<file path="src/rtl/elevator_call_ctrl_pkg.sv">
// -----------------------------------------------------------------------------
// elevator_call_ctrl_pkg
// Shared encodings for the elevator call controller and its neighbours.
//   - FSM state codes (IDLE, CLOSING, MOVING, ARRIVED)
//   - travel direction codes (UP, DOWN)
//   - door status codes (OPEN, CLOSED), identical to those of the door FSM
// -----------------------------------------------------------------------------
package elevator_call_ctrl_pkg;

   localparam logic [1:0] IDLE    = 2'd0;
   localparam logic [1:0] CLOSING = 2'd1;
   localparam logic [1:0] MOVING  = 2'd2;
   localparam logic [1:0] ARRIVED = 2'd3;

   localparam logic UP   = 1'b0;
   localparam logic DOWN = 1'b1;

   localparam logic OPEN   = 1'b0;
   localparam logic CLOSED = 1'b1;

endpackage

</file>
<file path="src/rtl/elevator_call_ctrl_if.sv">
// -----------------------------------------------------------------------------
// elevator_call_ctrl_if
// Bundles the controller's floor/door/motor signals.
//   btn        : floor-call buttons, level, one bit per floor
//   alarm      : emergency alarm, 1 = freeze motion
//   door       : door status from the door FSM (1 = closed, 0 = open)
//   calls      : request to the door FSM to close and stay closed
//   motor_up   : car is moving up
//   motor_down : car is moving down
//   floor      : current floor index
//   pending    : registered request vector
// Modports: master = the controller, slave = its environment.
// -----------------------------------------------------------------------------
interface elevator_call_ctrl_if #(
   parameter int N_FLOORS = 4,
   parameter int FLOOR_W  = 2
);
   logic [N_FLOORS-1:0] btn;
   logic                alarm;
   logic                door;
   logic                calls;
   logic                motor_up;
   logic                motor_down;
   logic [FLOOR_W-1:0]  floor;
   logic [N_FLOORS-1:0] pending;

   modport master (
      input  btn, alarm, door,
      output calls, motor_up, motor_down, floor, pending
   );

   modport slave (
      output btn, alarm, door,
      input  calls, motor_up, motor_down, floor, pending
   );
endinterface

</file>
<file path="src/rtl/elevator_call_ctrl_call_dir_resolver.sv">
// -----------------------------------------------------------------------------
// elevator_call_ctrl_call_dir_resolver
// Combinational helper: tells whether any request lies ahead of the car in
// its current direction, or behind it. The current floor itself counts as
// neither.
//   pending    : request vector
//   floor      : current floor index
//   dir        : current direction (UP / DOWN)
//   req_ahead  : some request strictly beyond floor in dir
//   req_behind : some request strictly beyond floor against dir
// -----------------------------------------------------------------------------
module elevator_call_ctrl_call_dir_resolver
   import elevator_call_ctrl_pkg::*;
#(
   parameter int N_FLOORS = 4,
   parameter int FLOOR_W  = 2
) (
   input  logic [N_FLOORS-1:0] pending,
   input  logic [FLOOR_W-1:0]  floor,
   input  logic                dir,
   output logic                req_ahead,
   output logic                req_behind
);

   logic req_above;
   logic req_below;

   // NOTE: every variable assigned in always_comb gets a default first so no
   // path leaves it unassigned, which would otherwise infer a latch.
   always_comb begin
      req_above = 1'b0;
      req_below = 1'b0;
      for (int i = 0; i < N_FLOORS; i++) begin
         if (pending[i] && (i > int'(floor))) req_above = 1'b1;
         if (pending[i] && (i < int'(floor))) req_below = 1'b1;
      end
   end

   assign req_ahead  = (dir == UP) ? req_above : req_below;
   assign req_behind = (dir == UP) ? req_below : req_above;

endmodule

</file>
<file path="src/rtl/elevator_call_ctrl.sv">
// -----------------------------------------------------------------------------
// elevator_call_ctrl
// Registers floor calls, schedules travel with a SCAN (keep-direction) policy
// and models car motion with a per-floor travel timer. Sits upstream of the
// door FSM: drives its `calls` input and reads back its `door` output.
//   clk   : system clock, rising edge
//   reset : asynchronous, active-low
//   bus   : btn/alarm/door in, calls/motor_up/motor_down/floor/pending out
// -----------------------------------------------------------------------------
module elevator_call_ctrl
   import elevator_call_ctrl_pkg::*;
#(
   parameter int N_FLOORS      = 4,
   parameter int FLOOR_W       = 2,
   parameter int TRAVEL_CYCLES = 50,
   parameter int DWELL_CYCLES  = 100,
   parameter int CNT_W         = 8
) (
   input  logic                 clk,
   input  logic                 reset,
   elevator_call_ctrl_if.master bus
);

   localparam logic [FLOOR_W-1:0] TOP_FLOOR   = FLOOR_W'(N_FLOORS - 1);
   localparam logic [CNT_W-1:0]   TRAVEL_LAST = CNT_W'(TRAVEL_CYCLES - 1);
   localparam logic [CNT_W-1:0]   DWELL_LAST  = CNT_W'(DWELL_CYCLES - 1);

   logic [1:0]          state_q,      state_d;
   logic [FLOOR_W-1:0]  floor_q,      floor_d;
   logic [N_FLOORS-1:0] pending_q,    pending_d;
   logic                dir_q,        dir_d;
   logic [CNT_W-1:0]    timer_q,      timer_d;
   logic                resume_q,     resume_d;   // re-close after a door fault
   logic                calls_q,      calls_d;
   logic                motor_up_q,   motor_up_d;
   logic                motor_down_q, motor_down_d;

   logic [N_FLOORS-1:0] clr;
   logic                dir_bound;
   logic [FLOOR_W-1:0]  step_floor;
   logic                req_ahead;
   logic                req_behind;

   function automatic logic [N_FLOORS-1:0] floor_bit(input logic [FLOOR_W-1:0] f);
      floor_bit    = '0;
      floor_bit[f] = 1'b1;
   endfunction

   elevator_call_ctrl_call_dir_resolver #(
      .N_FLOORS (N_FLOORS),
      .FLOOR_W  (FLOOR_W)
   ) call_dir_resolver (
      .pending    (pending_q),
      .floor      (floor_q),
      .dir        (dir_q),
      .req_ahead  (req_ahead),
      .req_behind (req_behind)
   );

   always_comb begin
      state_d  = state_q;
      floor_d  = floor_q;
      dir_d    = dir_q;
      timer_d  = timer_q;
      resume_d = resume_q;
      clr      = '0;

      // The end floors only allow one way out.
      if (floor_q == TOP_FLOOR)  dir_bound = DOWN;
      else if (floor_q == '0)    dir_bound = UP;
      else                       dir_bound = dir_q;
      step_floor = (dir_bound == UP) ? floor_q + FLOOR_W'(1) : floor_q - FLOOR_W'(1);

      if (bus.alarm) begin
         // Motion frozen; a call at the parked floor is still served at once.
         if (state_q == IDLE) clr = floor_bit(floor_q);
      end else begin
         case (state_q)
            IDLE: begin
               clr = floor_bit(floor_q);
               if ((pending_q & ~clr) != '0) begin
                  dir_d   = req_ahead ? dir_q : ~dir_q;
                  state_d = CLOSING;
               end
            end
            CLOSING: begin
               if (bus.door == CLOSED) begin
                  state_d  = MOVING;
                  dir_d    = dir_bound;
                  resume_d = 1'b0;
                  // After a door fault the partial trip is kept.
                  if (!resume_q) timer_d = '0;
               end
            end
            MOVING: begin
               if (bus.door == OPEN) begin
                  state_d  = CLOSING;
                  resume_d = 1'b1;
               end else if (timer_q == TRAVEL_LAST) begin
                  floor_d = step_floor;
                  timer_d = '0;
                  if (pending_q[step_floor]) begin
                     state_d = ARRIVED;
                     clr     = floor_bit(step_floor);
                  end
               end else begin
                  timer_d = timer_q + CNT_W'(1);
               end
            end
            ARRIVED: begin
               if (timer_q == DWELL_LAST) begin
                  timer_d = '0;
                  if (req_ahead) begin
                     state_d = CLOSING;
                  end else if (req_behind) begin
                     dir_d   = ~dir_q;
                     state_d = CLOSING;
                  end else begin
                     state_d = IDLE;
                  end
               end else begin
                  timer_d = timer_q + CNT_W'(1);
               end
            end
            default: state_d = IDLE;
         endcase
      end

      // Clear wins over a simultaneous press.
      pending_d = (pending_q | bus.btn) & ~clr;

      // Outputs follow the next state so they land on the same edge as it.
      calls_d      = bus.alarm ? calls_q : ((state_d == CLOSING) || (state_d == MOVING));
      motor_up_d   = !bus.alarm && (state_d == MOVING) && (dir_d == UP);
      motor_down_d = !bus.alarm && (state_d == MOVING) && (dir_d == DOWN);
   end

   // NOTE: sequential state uses non-blocking assignments so every flop
   // samples the pre-edge values, independent of statement order.
   always_ff @(posedge clk or negedge reset) begin
      if (!reset) begin
         state_q      <= IDLE;
         floor_q      <= '0;
         pending_q    <= '0;
         dir_q        <= UP;
         timer_q      <= '0;
         resume_q     <= 1'b0;
         calls_q      <= 1'b0;
         motor_up_q   <= 1'b0;
         motor_down_q <= 1'b0;
      end else begin
         state_q      <= state_d;
         floor_q      <= floor_d;
         pending_q    <= pending_d;
         dir_q        <= dir_d;
         timer_q      <= timer_d;
         resume_q     <= resume_d;
         calls_q      <= calls_d;
         motor_up_q   <= motor_up_d;
         motor_down_q <= motor_down_d;
      end
   end

   assign bus.calls      = calls_q;
   assign bus.motor_up   = motor_up_q;
   assign bus.motor_down = motor_down_q;
   assign bus.floor      = floor_q;
   assign bus.pending    = pending_q;

endmodule
</file>
<file path="src/flat_wrapper.sv">
// flat-port wrapper written by rule: the top's interface ports become plain ports
module elevator_call_ctrl_flat import elevator_call_ctrl_pkg::*;
#(
   parameter int N_FLOORS      = 4,
   parameter int FLOOR_W       = 2,
   parameter int TRAVEL_CYCLES = 50,
   parameter int DWELL_CYCLES  = 100,
   parameter int CNT_W         = 8
)
  (clk, reset, bus_btn, bus_alarm, bus_door, bus_calls, bus_motor_up, bus_motor_down, bus_floor, bus_pending);
  elevator_call_ctrl_if #(.N_FLOORS(N_FLOORS), .FLOOR_W(FLOOR_W)) bus_i ();
  input  logic clk;
  input  logic reset;
  input wire logic [$bits(bus_i.btn)-1:0] bus_btn;
  input wire logic [$bits(bus_i.alarm)-1:0] bus_alarm;
  input wire logic [$bits(bus_i.door)-1:0] bus_door;
  output wire logic [$bits(bus_i.calls)-1:0] bus_calls;
  output wire logic [$bits(bus_i.motor_up)-1:0] bus_motor_up;
  output wire logic [$bits(bus_i.motor_down)-1:0] bus_motor_down;
  output wire logic [$bits(bus_i.floor)-1:0] bus_floor;
  output wire logic [$bits(bus_i.pending)-1:0] bus_pending;
  assign bus_i.btn = bus_btn;
  assign bus_i.alarm = bus_alarm;
  assign bus_i.door = bus_door;
  assign bus_calls = bus_i.calls;
  assign bus_motor_up = bus_i.motor_up;
  assign bus_motor_down = bus_i.motor_down;
  assign bus_floor = bus_i.floor;
  assign bus_pending = bus_i.pending;
  elevator_call_ctrl #(.N_FLOORS(N_FLOORS), .FLOOR_W(FLOOR_W), .TRAVEL_CYCLES(TRAVEL_CYCLES), .DWELL_CYCLES(DWELL_CYCLES), .CNT_W(CNT_W)) u_core (.clk(clk), .reset(reset), .bus(bus_i));
endmodule
</file>
<file path="config.mk">
export PLATFORM = sky130hd
export DESIGN_NAME = elevator_call_ctrl_flat
export DESIGN_NICKNAME = d
export VERILOG_FILES = /design/src/rtl/elevator_call_ctrl_pkg.sv /design/src/rtl/elevator_call_ctrl_if.sv /design/src/rtl/elevator_call_ctrl_call_dir_resolver.sv /design/src/rtl/elevator_call_ctrl.sv /design/src/flat_wrapper.sv
export SDC_FILE = /design/constraint.sdc
export NUM_CORES = 1
export LEC_CHECK = 0
export CORE_AREA = 2 2 55 57
export CTS_BUF_LIST = sky130_fd_sc_hd__clkbuf_8
export CTS_CLUSTER_SIZE = 16
export DETAILED_ROUTE_END_ITERATION = 10
export DIE_AREA = 0 0 57 59
export PLACE_DENSITY = 0.84
export REMOVE_ABC_BUFFERS = 1
export SYNTH_ARGS = -nofsm -noshare
export SYNTH_HDL_FRONTEND = slang
export SYNTH_SLANG_ARGS = --single-unit
</file>
<file path="constraint.sdc">
create_clock -name clk -period 3.18 [get_ports clk]
set_input_delay 0.477 -clock clk [delete_from_list [all_inputs] [get_ports clk]]
set_output_delay 0.477 -clock clk [all_outputs]
set_load 0.005 [all_outputs]
</file>
Word level (Yosys, flattened, before mapping):

Cells that the tools add are included.

* reductions and logical operators: 21
* add/sub/neg operators: 3
* bitwise logic cells: 8
* shift operators: 0
* multipliers: 0
* div/mod/pow operators: 0
* magnitude comparators: 10
* muxes and demuxes: 50
* eq/ne operators: 12

Operator list (count)
* 8-bit 2-to-1 mux: 5
* 8-bit case mux with 3 select lines: 1
* 1-bit 2-to-1 mux: 23
* 4-bit 2-to-1 mux: 5
* 2-bit 2-to-1 mux: 9
* 1-bit logical AND: 11
* 8-bit by 1-bit adder with 8-bit output, second input constant: 1
* 4-bit bitwise AND: 2
* 2-bit == test, second input constant: 4
* 8-bit by 6-bit == test with 1-bit output, second input constant: 1
* 8-bit by 7-bit == test with 1-bit output, second input constant: 1
* 2-bit != test, second input constant: 4
* 4-bit NOT: 2
* 2-bit case mux with 4 select lines: 1
* 4-bit case mux with 2 select lines: 1
* 4-bit AND reduction: 2
* 2-bit by 3-bit less-than comparator with 1-bit output, second input constant: 2
* 5-bit AND reduction: 1
* 1-bit demux with 2-bit select: 2
* 2-bit by 1-bit == test with 1-bit output, second input constant: 2
* 2-bit by 1-bit >= comparator with 1-bit output, second input constant: 2
* 2-bit greater-than comparator, first input constant: 2
* 2-bit zero test: 2
* 1-bit by 2-bit less-than comparator with 1-bit output, first input constant: 2
* other kinds (14): 16

* output and inout port bits: 9
* memory bits (writable): 0
* bits in read-only memories: 0
* memories: 0
* latch bits: 0
* register bits: 21

Depth between registers and ports, before layout:

* word-level depth: 15
* mapped depth: 10
* depth with buffers taken out: 10

Modules after synthesis:

From an unflattened synthesis, not the netlist that was laid out.

* cell total of the unflattened synthesis: 169
* area total of the unflattened synthesis: 1506.4 µm²

By module, submodules not included
* elevator_call_ctrl: cells an instance 159, seq. area each 525.5 µm², times used 1, area an instance 1438.9 µm²
* elevator_call_ctrl_call_dir_resolver: cells an instance 10, seq. area each 0.0 µm², times used 1, area an instance 67.6 µm²

Least setup slack after synthesis:

No wires, ideal clock.

* path kind: reg-to-reg
* start point: register u_core.floor_q[0] (netlist: u_core.bus.floor[0])
* end point: register u_core.calls_q (netlist: u_core.bus.calls)
* data arrival time: 2244 ps
* period minus slack after synthesis: 2326 ps
* stages on the path, launching flop included: 11
* data required time: 3097 ps
* path slack: 854 ps
* library setup time: 83 ps
* cell sequence: dfrtp_1 > inv_1 > ha_1 > nor2b_1 > a221oi_1 > a21oi_1 > or3_1 > a21oi_1 > o31a_1 > ha_1 > o21ai_0

* longest elaborated chain between the ends: 13
* elaborated cells on any way between the ends: 49
* those cells by class: add/sub: 2; order compare: 8; eq/ne: 3; mux: 24; bitwise: 2; reduce/logical: 10

RTL lines
* start, declared: line elevator_call_ctrl.sv:29 `logic [FLOOR_W-1:0] floor_q, floor_d;`
* start signal, assigned: line elevator_call_ctrl.sv:153 `floor_q <= floor_d;`
* 1-bit by 2-bit less-than comparator with 1-bit output, or another cell as far along: line elevator_call_ctrl_call_dir_resolver.sv:35 `if (pending[i] && (i < int'(floor))) req_below = 1'b1;`
* 1-bit logical AND, or another cell as far along: line elevator_call_ctrl_call_dir_resolver.sv:35
* 1-bit 2-to-1 mux, on equally long branches: line elevator_call_ctrl_call_dir_resolver.sv:35, elevator_call_ctrl.sv:69, elevator_call_ctrl_call_dir_resolver.sv:34
* 1-bit 2-to-1 mux, or another cell as far along (2 in a row): line elevator_call_ctrl_call_dir_resolver.sv:35
* 1-bit 2-to-1 mux, on equally long branches: line elevator_call_ctrl_call_dir_resolver.sv:40, elevator_call_ctrl.sv:102
* 1-bit 2-to-1 mux or 2-bit 2-to-1 mux (tied branches): line elevator_call_ctrl.sv:115, elevator_call_ctrl.sv:102
* 2-bit 2-to-1 mux, on equally long branches: line elevator_call_ctrl.sv:113, elevator_call_ctrl.sv:99
* 2-bit 2-to-1 mux, on equally long branches: line elevator_call_ctrl.sv:111, elevator_call_ctrl.sv:96
* 2-bit case mux with 4 select lines *: line elevator_call_ctrl.sv:78 `case (state_q)`
* 2-bit 2-to-1 mux *: line elevator_call_ctrl.sv:74 `if (bus.alarm) begin`
* 2-bit by 1-bit == test with 1-bit output or 2-bit == test (tied branches): line elevator_call_ctrl.sv:133 `calls_d = bus.alarm ? calls_q : ((state_d == CLOSING) || (state_d == MOVING));`
* 1-bit logical OR *: line elevator_call_ctrl.sv:133
* end signal, assigned: line elevator_call_ctrl.sv:158 `calls_q <= calls_d;`
* end, declared: line elevator_call_ctrl.sv:34 `logic calls_q, calls_d;`

Mark *: on every way between the ends. The rest lies on a longest branch, timed or not. The select of a mux whose other input is x is not followed.
A chain may end at the register's enable or synchronous reset.

Final worst setup path:

Ends and elaborated chain as after synthesis.

==> impl_metrics.json <==
{
  "status": "completed",
  "drc": 0,
  "grt_overflow": 0,
  "drive_above_1_share_pct": 8.99,
  "p_leak_nw": 0.704,
  "setup_ws_ns": 0.588,
  "timing.rr.end": "u_core.bus.calls$_DFFE_PN0N_",
  "die-area_sq_mm": 0.00336,
  "maxCapViolCount": 0,
  "final_common_cell": "dfrtp_1",
  "num_vias": 1284,
  "syn_area_sq_mm": 0.00153,
  "ctsHoldBuffers": 0,
  "ys_warn_count": 0,
  "path_cells": "inv_1 -> ha_1 -> inv_1 -> a21oi_1 -> xnor2_1 -> mux4_1 -> a21oi_1 -> o31a_1 -> ha_1 -> o21ai_0",
  "cts.clk_slew.worst_paths_ns": 0.07,
  "hp-class": "register to register",
  "max_freq_ghz": 0.386,
  "antenna_cells": 0,
  "cts_htree_levels": 1,
  "postCtsSetupBuffers": 0,
  "cts_buffers": 3,
  "syn_area_per_cell_sq_um": 9.39,
  "power_density_mw_per_mm2": 601,
  "io-pin-count": 17,
  "drt_iter0_drc": 55,
  "worstRegToRegCells": 10,
  "final_cell_mix": "dfrtp_1, nand2_1, clkdlybuf4s50_1",
  "ys_seq_area_share_pct": 34.3,
  "fin_crit_sh_pct": 81.5,
  "initial_core_util_pct": 56.5,
  "r2r_slack_ns": 0.59,
  "vias_per_cell": 6.14,
  "cp_data_required_time_ns": 3.36,
  "whs_path_depth": 2,
  "drt-wirelength-per-cell_um": 15.9,
  "skew_ns": 0.00208,
  "drtPass1Iterations": 4,
  "ys_types": 49,
  "rsz0062_at_grt": "false",
  "grt_pass1_wl_um": 5600,
  "ys_ff_latch": 21,
  "core_area_sq_mm": 0.00271,
  "drt-total-wl_um": 3320,
  "synthArstFlopShare_pct": 100,
  "cts_resized": 0,
  "rows": 19,
  "pre_cts_slack_ns": 0.633,
  "gp_congestion": 0.882,
  "relSlewSlack_pct": 37.8,
  "multi_input_area_sq_um": 925,
  "dieHeight_um": 59,
  "setup_tns_ns": 0,
  "antenna_found_initial": 0,
  "n_fill_cell": 229,
  "synth_edf_count": 0,
  "min_period_ns": 2.59,
  "grt_max_degree": 22,
  "hold_violations": 0,
  "power.total_w": 0.00105,
  "cpPeakStageDelay_ns": 0.45,
  "ir_worst_vdd_uv": 496,
  "cts.sinks": 21,
  "postRouteAntennaNets": 0,
  "track_usage_pct": 21.5,
  "fin_nets": 200,
  "die_w_um": 57,
  "endpoint_kind": "register",
  "synthCells": 163,
  "cpMaxStageDelayCell": "dfrtp_1",
  "start_kind": "register",
  "path_buf_inv": 2,
  "cp_max_fo": 7,
  "portBuffers": 16,
  "clk_latency_ns": 0.26,
  "root_buffer": "clkbuf_8",
  "synth_flop_cell": "dfrtp_1",
  "syn2layout_area_growth_pct": 13.7,
  "r2r-start": "u_core.bus.floor[0]$_DFFE_PN0P_",
  "dp_hpwl_um": 2470,
  "worstMarginPinSlew_ns": 0.930,
  "min_to": "u_core.bus.calls$_DFFE_PN0N_",
  "arrival_ns": 2.77,
  "cts_tree": "yes",
  "seq_area_sq_um": 526,
  "grt_pass1_vias": 1218,
  "cpLargestDelayFamily": "compound AO/OA/AOI/OAI gates",
  "worstSetupPathType": "register to register",
  "report.final.slew_viol_count": 0,
  "setup_violations": 0,
  "cts_max_path_buffers": 2,
  "hp-start": "u_core.bus.calls$_DFFE_PN0N_"
}
==> Yosys cell counts (all sizes together) (2+ instances only) <==
cell type   n  area, sq um
a21o        2         15.0
a21oi       4         20.0
a221oi      4         41.3
a31oi       4         25.0
and2        2         12.5
and4b       2         23.8
buf         4         35.0
clkbuf      2         7.51
dfrtp      21          526
ha         13          163
inv        10         37.5
nand2      16         60.1
nand2b      4         25.0
nand3       4         25.0
nand4       2         12.5
nor2       12         47.6
nor2b       6         37.5
nor3        3         20.0
nor3b       4         35.0
o21ai      19         95.1
o31a        2         17.5
o31ai       5         47.5
xnor2       2         17.5
==> routing by layer <==
| layer | vias up | GRT usage [%] | wire [um] |
|---|---|---|---|
| li1 | 624 | - | - |
| met1 | 608 | 28.4 | 1480 |
| met2 | 43 | 35.3 | 1600 |
| met3 | 9 | 3.06 | 158 |
| met4 | 0 | 9.63 | 80 |
| met5 | - | 0 | 0 |
==> state kept, by name, indices dropped and copies added, names as in the netlist <==
signal	flops
u_core.bus.floor	2
u_core.bus.motor_down	1
u_core.state_q	2
u_core.resume_q	1
u_core.dir_q	1
u_core.bus.motor_up	1
u_core.timer_q	8
u_core.bus.calls	1
u_core.bus.pending	4
==> stage by stage <==
stage | cell area [sq um] | hold WS, ns | instances | util (%)
after floorplan | 1490 | 0.181 | 157 | -
after global placement | 1690 | 0.473 | 205 | 62.5
after detailed placement | 1690 | 0.472 | 205 | 62.5
after CTS | 1740 | 0.491 | 209 | 64.2
after global routing | 1740 | 0.532 | 209 | 64.2
final | 1740 | 0.483 | 209 | 64.2
==> power by group <==
| group | switching, W | leakage, nW | internal (W) |
|---|---|---|---|
| combinational | 0.000273 | 0.423 | 0.000219 |
| sequential | 0.0000634 | 0.254 | 0.000323 |
| clock | 0.0000819 | 0.0269 | 0.0000859 |
==> tightest hold or removal path: cells and delay by family (launching register included) <==
kind	cells	cell delay, ns
flops	1	0.35
simple gates	1	0.05
compound gates	1	0.05
==> worst max-delay path by stage <==
stage	depth (start not counted)	start	slack [ns]	to
global route	10	u_core.bus.floor[0]$_DFFE_PN0P_	0.37	u_core.bus.calls$_DFFE_PN0N_
global placement	10	u_core.bus.floor[0]$_DFFE_PN0P_	0.75	u_core.bus.calls$_DFFE_PN0N_
finish	10	u_core.bus.floor[0]$_DFFE_PN0P_	0.59	u_core.bus.calls$_DFFE_PN0N_
floorplan	10	u_core.bus.floor[0]$_DFFE_PN0P_	0.85	u_core.bus.calls$_DFFE_PN0N_
CTS	10	u_core.bus.floor[0]$_DFFE_PN0P_	0.60	u_core.bus.calls$_DFFE_PN0N_
detailed placement	10	u_core.bus.floor[0]$_DFFE_PN0P_	0.63	u_core.bus.calls$_DFFE_PN0N_
==> cell type report <==
cell class | count | share of cell area [%]
Clock buffer | 3 | 2.37
Clock inverter | 1 | 0.216
Inverter | 10 | 2.16
Multi-Input combinational cell | 126 | 53.2
Sequential cell | 21 | 30.2
Tap cell | 31 | 2.23
Timing Repair Buffer | 17 | 9.64
==> cell families after synthesis <==
logic type                 after synthesis  share of synthesized area (%)
and+or+nand+nor                         60                           21.8
AOI/OAI and AO/OA                       50                           25.1
DFF                                     21                           34.3
buffers and inverters                   16                           5.23
adders and majority gates               13                           10.6
xor gates and xnor gates                 2                           1.14
muxes                                    1                           1.72
Power figures use the tool's default switching activity.
